## config.mk

```make
export PLATFORM = sky130hd
export DESIGN_NAME = pipeline_hazard_sequencer
export DESIGN_NICKNAME = d
export VERILOG_FILES = /design/src/rtl/pipeline_hazard_sequencer_pkg.sv /design/src/rtl/pipeline_hazard_sequencer_sat_counter.sv /design/src/rtl/pipeline_hazard_sequencer.sv
export SDC_FILE = /design/constraint.sdc
export NUM_CORES = 1
export LEC_CHECK = 0
export CORE_ASPECT_RATIO = 0.75
export CORE_MARGIN = 5
export CORE_UTILIZATION = 46
export CTS_CLUSTER_SIZE = 28
export DETAILED_ROUTE_END_ITERATION = 16
export PLACE_DENSITY = 0.83
export SLEW_MARGIN = 20
export SYNTH_ARGS = -nofsm -noshare
export SYNTH_HDL_FRONTEND = slang
export SYNTH_SLANG_ARGS = --single-unit
export TNS_END_PERCENT = 20
```

## constraint.sdc

```tcl
create_clock -name clk -period 2.3 [get_ports clk]
set_clock_uncertainty 0.15 [all_clocks]
set_input_delay 0.46 -clock clk [delete_from_list [all_inputs] [get_ports clk]]
set_output_delay 0.46 -clock clk [all_outputs]
set_load 0.1 [all_outputs]
```

## src/rtl/pipeline_hazard_sequencer_pkg.sv

```systemverilog
// Shared definitions for the pipeline hazard sequencer: FSM encodings, default memory timeout,
// and the bundle of pipeline control outputs.
package pipeline_hazard_sequencer_pkg;

  typedef enum logic [1:0] {
    StRun       = 2'd0,
    StLoadStall = 2'd1,
    StMemWait   = 2'd2,
    StFetchWait = 2'd3
  } state_e;

  localparam int unsigned MemTimeoutDefault = 16;
  // Wide enough for the largest legal timeout (255).
  localparam int unsigned WaitCntW          = 8;

  typedef struct packed {
    logic stall_f;
    logic stall_d;
    logic stall_e;
    logic stall_m;
    logic flush_d;
    logic flush_e;
    logic flush_w;
    logic mem_timeout;
  } ctrl_t;

endpackage

```

## src/rtl/pipeline_hazard_sequencer_sat_counter.sv

```systemverilog
// Saturating up-counter with increment enable; holds at all-ones instead of wrapping.
module sat_counter #(
  parameter int unsigned CNT_W = 32
) (
  input  logic             clk_i,
  input  logic             rst_i,
  input  logic             en_i,
  output logic [CNT_W-1:0] count_o
);

  logic [CNT_W-1:0] count_d;
  logic [CNT_W-1:0] count_q;

  always_comb begin
    count_d = count_q;
    if (en_i && (count_q != '1)) begin
      count_d = count_q + CNT_W'(1);
    end
  end

  always_ff @(posedge clk_i) begin
    if (rst_i) begin
      count_q <= '0;
    end else begin
      count_q <= count_d;
    end
  end

  assign count_o = count_q;

endmodule

```

## src/rtl/pipeline_hazard_sequencer.sv

```systemverilog
// Pipeline hazard sequencer: prioritises memory wait, redirect, load-use and fetch wait into
// stall/flush controls, with a bounded data-memory wait and saturating perf counters.
module pipeline_hazard_sequencer
  import pipeline_hazard_sequencer_pkg::*;
#(
  parameter int unsigned MEM_TIMEOUT = MemTimeoutDefault,
  parameter int unsigned CNT_W       = 32
) (
  input  logic             clk,
  input  logic             rst,
  input  logic             load_hazard,
  input  logic             PCSrcE,
  input  logic             dmem_valid_M,
  input  logic             dmem_ready,
  input  logic             imem_ready,
  output logic             StallF,
  output logic             StallD,
  output logic             StallE,
  output logic             StallM,
  output logic             FlushD,
  output logic             FlushE,
  output logic             FlushW,
  output logic             mem_timeout,
  output logic [1:0]       state,
  output logic [CNT_W-1:0] stall_cycles,
  output logic [CNT_W-1:0] flush_events
);

  state_e              state_d;
  state_e              state_q;
  logic [WaitCntW-1:0] wait_cnt_d;
  logic [WaitCntW-1:0] wait_cnt_q;
  ctrl_t               ctrl;
  logic                mem_pending;
  logic                timeout_hit;
  logic                flush_inc;

  assign mem_pending = dmem_valid_M & ~dmem_ready;
  // The wait counter holds the number of wait cycles already spent, so the
  // MEM_TIMEOUT-th consecutive wait cycle sees MEM_TIMEOUT-1.
  assign timeout_hit = mem_pending && (wait_cnt_q == WaitCntW'(MEM_TIMEOUT - 1));

  always_comb begin
    ctrl       = '0;
    state_d    = StRun;
    wait_cnt_d = '0;
    flush_inc  = 1'b0;
    if (rst) begin
      ctrl.flush_d = 1'b1;
      ctrl.flush_e = 1'b1;
      ctrl.flush_w = 1'b1;
    end else if (mem_pending && !timeout_hit) begin
      ctrl.stall_f = 1'b1;
      ctrl.stall_d = 1'b1;
      ctrl.stall_e = 1'b1;
      ctrl.stall_m = 1'b1;
      ctrl.flush_w = 1'b1;
      state_d      = StMemWait;
      wait_cnt_d   = wait_cnt_q + WaitCntW'(1);
    end else if (timeout_hit) begin
      ctrl.flush_w     = 1'b1;
      ctrl.mem_timeout = 1'b1;
    end else if (PCSrcE) begin
      ctrl.flush_d = 1'b1;
      ctrl.flush_e = 1'b1;
      flush_inc    = 1'b1;
    end else if (load_hazard) begin
      ctrl.stall_f = 1'b1;
      ctrl.stall_d = 1'b1;
      ctrl.flush_e = 1'b1;
      state_d      = StLoadStall;
    end else if (!imem_ready) begin
      ctrl.stall_f = 1'b1;
      ctrl.flush_d = 1'b1;
      state_d      = StFetchWait;
    end
  end

  always_ff @(posedge clk) begin
    if (rst) begin
      state_q    <= StRun;
      wait_cnt_q <= '0;
    end else begin
      state_q    <= state_d;
      wait_cnt_q <= wait_cnt_d;
    end
  end

  assign StallF      = ctrl.stall_f;
  assign StallD      = ctrl.stall_d;
  assign StallE      = ctrl.stall_e;
  assign StallM      = ctrl.stall_m;
  assign FlushD      = ctrl.flush_d;
  assign FlushE      = ctrl.flush_e;
  assign FlushW      = ctrl.flush_w;
  assign mem_timeout = ctrl.mem_timeout;
  assign state       = state_q;

  sat_counter #(
    .CNT_W(CNT_W)
  ) u_stall_cnt (
    .clk_i  (clk),
    .rst_i  (rst),
    .en_i   (ctrl.stall_f),
    .count_o(stall_cycles)
  );

  sat_counter #(
    .CNT_W(CNT_W)
  ) u_flush_cnt (
    .clk_i  (clk),
    .rst_i  (rst),
    .en_i   (flush_inc),
    .count_o(flush_events)
  );

endmodule

```

### After elaboration in Yosys (flattened, before gate mapping)

Cells that the tools add are included.

* add/subtract/negate cells: 3
* eq/ne operators: 3
* mux-type cells: 26
* bitwise logic cells: 3
* reductions and logical operators: 7

Operators with widths (number)
* 32-bit by 1-bit adder with 32-bit output, second input constant: 2
* 32-bit inequality test, second input constant: 2
* 2-bit two-way mux: 13
* 1-bit two-way mux: 11
* 8-bit by 1-bit adder with 8-bit output, second input constant: 1
* 8-bit by 4-bit == test with 1-bit output, second input constant: 1
* 1-bit logical AND: 4
* 4-bit two-way mux: 1
* 4-bit OR reduction: 1
* 3-bit two-way mux: 1
* 1-bit inverter: 2
* 2-bit OR reduction: 1
* 1-bit bitwise AND: 1
* 1-bit logical NOT: 1

* register bits: 74
* output and inout port bits: 74

### Depth between registers and ports, before layout

Gate-level depths: netlist of run 1.

* depth after elaboration: 8
* depth in mapped cells: 10
* gate-level depth less buffers: 9

### Cells and area by module

A second synthesis of run 1 with hierarchy kept.

* cells, all modules: 455
* area total of the unflattened synthesis: 3843.7 sq um

By module, submodules not included
* sat_counter: times used 2, cells each 199, area an instance 1674.1 sq um
* pipeline_hazard_sequencer: times used 1, cells each 57, area an instance 495.5 sq um

### Worst setup path after synthesis of run 1

OpenSTA, ideal clock, no wires.

* path type: flip-flop to flip-flop
* start point: register u_flush_cnt.count_q[0] (netlist: u_flush_cnt.count_o[0])
* end point: register u_flush_cnt.count_q[22] (netlist: u_flush_cnt.count_o[22])
* data arrival time: 2.723 ns
* setup slack: -0.694 ns
* cell stages (with the launch flop): 7
* path through: dfxtp_1 > ha_1 > nand3_1 > or2_2 > a211oi_1 > and4_1 > mux2_2

* longest elaborated chain between the ends: 2

Ends and longest elaborated chain
* from (decl): RTL line pipeline_hazard_sequencer_sat_counter.sv:12 `logic [CNT_W-1:0] count_q;`
* from (signal assigned): RTL line pipeline_hazard_sequencer_sat_counter.sv:25 `count_q <= count_d;`
* branches (longest 2 deep; another with 32-bit by 1-bit adder with 32-bit output)

Several ways; the timed one is not identified.
A chain may end at the register's enable or synchronous reset.

### Worst setup path after layout of run 1

* start point: input PCSrcE
* end point: output FlushE

* longest elaborated chain between the ends: 4

Ends and longest elaborated chain
* from (decl): RTL line pipeline_hazard_sequencer.sv:12 `input logic PCSrcE,`
* 2-bit two-way mux: RTL line pipeline_hazard_sequencer.sv:63 `end else if (PCSrcE) begin`
* 2-bit two-way mux: RTL line pipeline_hazard_sequencer.sv:60 `end else if (timeout_hit) begin`
* 2-bit two-way mux: RTL line pipeline_hazard_sequencer.sv:52 `end else if (mem_pending && !timeout_hit) begin`
* 3-bit two-way mux: RTL line pipeline_hazard_sequencer.sv:48 `if (rst) begin`
* to (decl): RTL line pipeline_hazard_sequencer.sv:21 `output logic FlushE,`

Every way passes these cells.

==> flow_summary.yaml, run 1 <==
route:
  drc: 0
  num_vias: 4072
  first_pass_iters: 4
  wirelength_mm: 11.16
  antenna_left: 0
  drt-initial-drc-count: 218
  vias_per_cell: 6.078
  wl_per_cell_microns: 16.66
synthesis:
  postSynthCellCount: 447
  syn_avg_cell_area_sq_um: 8.459
  synth_top_area_frac: 0.3918
  synthTopCellsByCount: "dfxtp_1 (74), a21oi_1 (49), o21ai_0 (35), nand3_1 (30), or3_1 (30)"
  synth.area.top_cells: "dfxtp_1 (39%), a21oi_1 (6.5%), or3_1 (5.0%), o21ai_0 (4.6%), nand3_1 (4.0%)"
  synth_enable_flop_cells: 0
  synth_nets: 457
  yosysWarnings: 0
  syn_area_sq_um: 3781
  yosys.area.top_type: "dfxtp_1"
  synth_most_common_cell: "dfxtp_1"
  synthDistinctLibCells: 59
  synthFlopType: "dfxtp_1"
  ys_ff_latch: 74
  async_flop_share: 0
  synth_seq_area_share: 0.3918
clock_network:
  cts_buffer_depth: 2
  clock_sinks: 74
  ctsHtreeMaxLevel: 3
  clock_latency_ns: 0.35
  path_clk_slew_ns: 0.08
  cts_tree: "yes"
  hold_buffers: 0
  cts_root_buffer: "clkbuf_8"
  cts_buffers: 9
setup_path:
  reg2regPathDepth: 6
  cpPeakStageDelay_ns: 0.44
  endpoint: "FlushE"
  cp-start-kind: "input pin"
  cp_num_cells: 5
  crit_family: "buffers and inverters"
  end_kind: "primary output"
  crit_fanout: 3
  critPathLaunch: "PCSrcE"
  crit_slowest_cell: "clkdlybuf4s50_1"
  crit_chain: "clkdlybuf4s50_1 -> buf_4 -> nor3_1 -> nor2_4 -> buf_12"
  crit_arrival_ns: 1.66
  r2r-end: "u_flush_cnt.count_o[22]$_SDFFE_PP0P_"
  reg2reg_from: "u_flush_cnt.count_o[0]$_SDFFE_PP0P_"
  critical_path_buf_inv_count: 3
  crit_type: "in2out"
  ff2ff_setup_slack_ns: 0.10
  worstPathRequired_ns: 1.69
placed_design:
  port_buffers: 80
  dp.cells: 649
  hpwlAfterDp_mm: 8.070
  place.gp.congestion: 0.8333
floorplanning:
  ioPinCount: 81
  initial_core_util: 0.4755
  die_height_microns: 88.52
  core_sq_um: 7953
  rows: 28
  die_w_microns: 114.7
  die_area_sq_um: 10150
grt:
  first_global_vias: 3705
  grt-ovfl-total: 0
  grt_start_max_net_pins: 28
  grt_pass1_wl_mm: 17.81
  antenna_found_initial: 0
  grt_use_total: 0.2160
power:
  p_leak_nw: 1.899
  p_total_mw: 2.435
  vdd_drop_max_v: 0.0002622
  p_per_area_nw_per_um2: 464.7
flow_run:
  maxCapViolations: 0
cells_and_area:
  syn_to_final_growth_pct: 38.58
  layoutNonFillerInstCount: 670
  diodes: 0
  drive_gt1_frac: 0.4106
  fill_cells: 638
  final_nets: 570
timing:
  setup_viol: 0
  max_clock_freq_mhz: 441.3
  finalSetupTns_ns: 0
  fin_crit_sh: 0.9853
  drv_slew: 0
  hold_ws_ns: 0.2864
  maxSlewHeadroom: 0.6876
  rsz0062_at_grt: "true"
  tightest_slew_ns: 0.4681
  period_minus_slack_ns: 2.266
  hold_viol_final: 0
hold_path:
  hold_path_class: "in2reg"
status:
  status: "finished clean"
-- metal layers --
metal  track usage  wire length, microns
met1        0.2841                  5129
met2        0.3613                  5372
met3       0.05126                   526
met4       0.05437                   134
met5             0                     0
-- layout by cell type, fill, tap and decap left out, drive strengths merged, types with 5 or more instances in the layout --
| cell | n |
|---|---|
| o31ai | 17 |
| and3 | 11 |
| o311ai | 9 |
| inv | 7 |
| dfxtp | 74 |
| nand3 | 30 |
| xor2 | 5 |
| nor2 | 26 |
| buf | 117 |
| or2 | 6 |
| or4 | 19 |
| a21oi | 49 |
| nor4 | 5 |
| and4 | 7 |
| nor3 | 7 |
| clkbuf | 12 |
| nand2 | 24 |
| o21ai | 38 |
| o41ai | 8 |
| nand4 | 20 |
| or3 | 30 |
-- flip-flops by register name (all words and copies together), names as in the netlist --
name	cells
wait_cnt_q	8
state	2
u_stall_cnt.count_o	32
u_flush_cnt.count_o	32
-- power by group --
group / switching [mW] / internal, mW / total, mW
combinational: 0.177 / 0.0858 / 0.262
clock: 0.475 / 0.411 / 0.887
sequential: 0.00732 / 1.28 / 1.29
total: 0.659 / 1.78 / 2.44
-- layout make-up --
| type | count | area [sq um] | share of cell area |
|---|---|---|---|
| clock buffer | 12 | 145.1 | 0.02770 |
| inverter | 7 | 33.78 | 0.006447 |
| sequential | 74 | 1573 | 0.3001 |
| timing repair buffer | 122 | 1042 | 0.1989 |
| clock inverter | 4 | 17.52 | 0.003343 |
| multi-input combinational | 346 | 2297 | 0.4384 |
| tap | 105 | 131.4 | 0.02507 |
-- per-stage QoR --
stage / utilization / setup WS, ns / instance area (sq um)
after floorplan: - / -0.4062 / 3884
after global placement: 0.6183 / -0.2364 / 4917
after detailed placement: 0.6183 / -0.3177 / 4917
after CTS: 0.6457 / -0.03632 / 5135
after global routing: 0.6589 / -0.02639 / 5240
final: 0.6589 / 0.03381 / 5240
-- logic make-up after synthesis --
kind of cell / synth area share
AO/OA/AOI/OAI: 0.2151
XOR/XNOR: 0.01853
adder cells (fa/ha/maj): 0.009928
buffers and inverters: 0.03375
flip-flops: 0.3918
multiplexers: 0.005956
AND/OR/NAND/NOR: 0.3249
-- repair_timing --
item / 4_1_cts / 5_1_grt
pin swaps: 2 / 5
endpoints found under the setup margin: 7 / 47
buffers inserted: 0 / 5
gates resized for setup: 19 / 18
-- how the worst min path moves through the flow --
stage	startpoint	to	slack [ns]	depth (start not counted)
6_report	rst	u_flush_cnt.count_o[11]$_SDFFE_PP0P_	0.29	2
3_3_place_gp	u_flush_cnt.count_o[3]$_SDFFE_PP0P_	u_flush_cnt.count_o[3]$_SDFFE_PP0P_	0.31	1
2_1_floorplan	wait_cnt_q[0]$_SDFF_PN0_	wait_cnt_q[0]$_SDFF_PN0_	0.28	1
5_1_grt	rst	u_flush_cnt.count_o[11]$_SDFFE_PP0P_	0.29	2
4_1_cts	rst	u_flush_cnt.count_o[11]$_SDFFE_PP0P_	0.26	2
3_5_place_dp	u_flush_cnt.count_o[3]$_SDFFE_PP0P_	u_flush_cnt.count_o[3]$_SDFFE_PP0P_	0.32	1
Note: power is estimated with default switching activity, not from simulation.
==> run 2, diff against run 1 <==
--- a/config.mk
+++ b/config.mk
@@ -10,7 +10,7 @@
 export CORE_UTILIZATION = 46
 export CTS_CLUSTER_SIZE = 28
 export DETAILED_ROUTE_END_ITERATION = 16
-export PLACE_DENSITY = 0.83
+export PLACE_DENSITY_LB_ADDON = 0.2
 export SLEW_MARGIN = 20
 export SYNTH_ARGS = -nofsm -noshare
 export SYNTH_HDL_FRONTEND = slang
==> flow_summary.yaml, run 2 (synthesized netlist as in run 1, its figures left out) <==
cells_and_area:
  final_nets: 566
  layoutNonFillerInstCount: 666
  final_common_cell: "buf_4"
  finish.instance_area_sq_um: 5240
  diodes: 0
  syn_to_final_growth_pct: 38.58
  fill_cells: 673
  final_cell_mix: "buf_4 (101), dfxtp_2 (49), a21oi_1 (48), o21ai_0 (35)"
  drive_gt1_frac: 0.3975
hold_path:
  hold_path_class: "reg2reg"
  hold_start: "u_flush_cnt.count_o[2]$_SDFFE_PP0P_"
floorplanning:
  die_area_sq_um: 10150
  core_sq_um: 7953
  die_w_microns: 114.7
  die_height_microns: 88.52
  initial_core_util: 0.4755
  rows: 28
  ioPinCount: 81
clock_network:
  cts_buffers: 9
  clock_latency_ns: 0.34
  cts_root_buffer: "clkbuf_8"
  clock_sinks: 74
  hold_buffers: 0
  cts_buffer_depth: 2
  ctsHtreeMaxLevel: 3
  cts_tree: "yes"
  path_clk_slew_ns: 0.08
timing:
  maxSlewHeadroom: 0.6702
  tightest_slew_ns: 0.4941
  rsz0062_at_grt: "true"
  period_minus_slack_ns: 2.281
  finalSetupTns_ns: 0
  fin_crit_sh: 0.9916
  hold_viol_final: 0
  setup_viol: 0
  max_clock_freq_mhz: 438.5
  drv_slew: 0
placed_design:
  place.gp.congestion: 0.8278
  placed_area_sq_um: 4900
  port_buffers: 80
  dp.cells: 645
  hpwlAfterDp_mm: 7.865
route:
  route.met3.wl_microns: 761
  drt-initial-drc-count: 283
  wl_met1_mm: 5.255
  num_vias: 4015
  wl_met2_mm: 4.515
  vias_per_cell: 6.029
  antenna_left: 0
  drc: 0
  top_layer: "met4"
  wirelength_mm: 10.73
  first_pass_iters: 6
  wl_per_cell_microns: 16.11
setup_path:
  reg2reg_from: "u_flush_cnt.count_o[0]$_SDFFE_PP0P_"
  crit_arrival_ns: 1.67
  worstPathRequired_ns: 1.69
  end_kind: "primary output"
  crit_fanout: 6
  cp-start-kind: "flop"
  crit_type: "reg2out"
  critPathLaunch: "wait_cnt_q[1]$_SDFF_PN0_"
grt:
  grt_start_max_net_pins: 45
  antenna_found_initial: 0
  grt-ovfl-total: 0
  first_global_vias: 3445
  grt_use_total: 0.2095
  grt_pass1_wl_mm: 17.16
power:
  vdd_drop_max_v: 0.0002502
  p_leak_nw: 1.895
  p_per_area_nw_per_um2: 505.7
status:
  status: "finished clean"
flow_run:
  maxCapViolations: 0
[run 2: power by group]
part / internal [mW] / switching, mW
sequential: 1.28 / 0.00744
clock: 0.631 / 0.479
combinational: 0.0825 / 0.171
[run 2: path summary, 6_finish.rpt]
check,endpoint,slack [ns],depth (start not counted)
worst max-delay path,StallF,0.02,8
worst min-delay path,u_flush_cnt.count_o[2]$_SDFFE_PP0P_,0.33,1
worst max register to register,u_flush_cnt.count_o[22]$_SDFFE_PP0P_,0.10,6
worst min register to register,u_flush_cnt.count_o[2]$_SDFFE_PP0P_,0.33,1
[run 2: worst max-delay path, cell delays in order (launching register included)]
cell     delay, ns
dfxtp_2       0.37
ha_4          0.14
and3_4        0.20
nand2_4       0.06
nand2_4       0.11
inv_8         0.05
nor2_4        0.15
inv_2         0.08
buf_12        0.17
[run 2: layout make-up]
class / instances / area (sq um) / area share
flip-flops and latches: 74 / 1573 / 0.3001
multi-input cells: 346 / 2258 / 0.4310
inverters: 7 / 33.78 / 0.006447
clock buffers: 10 / 137.6 / 0.02627
repair buffers: 118 / 1026 / 0.1958
well taps: 105 / 131.4 / 0.02507
clock inverters: 6 / 80.08 / 0.01528
[run 2: layer usage]
layer	GRT usage	up-vias
met4	0.05117	0
met3	0.05400	20
met1	0.3110	1901
met5	0	-
li1	-	1958
met2	0.3032	136
[run 2: through the flow]
stage          power (mW)  setup slack (ns)    util  hold WS (ns)
5_1_grt             2.748          -0.05805  0.6589        0.3550
4_1_cts             2.673          -0.02259  0.6507        0.3306
3_5_place_dp        1.559           -0.3225  0.6161        0.3233
6_report            2.650           0.01936  0.6589        0.3327
2_1_floorplan       1.465           -0.4062       -        0.2799
3_3_place_gp        1.558           -0.2304  0.6161        0.2928
[run 2: repair_timing]
action	in CTS	in global routing
setup endpoints to repair	7	10
buffers inserted	1	4
resized for setup	19	7
cloned	0	0
pin swaps	3	5
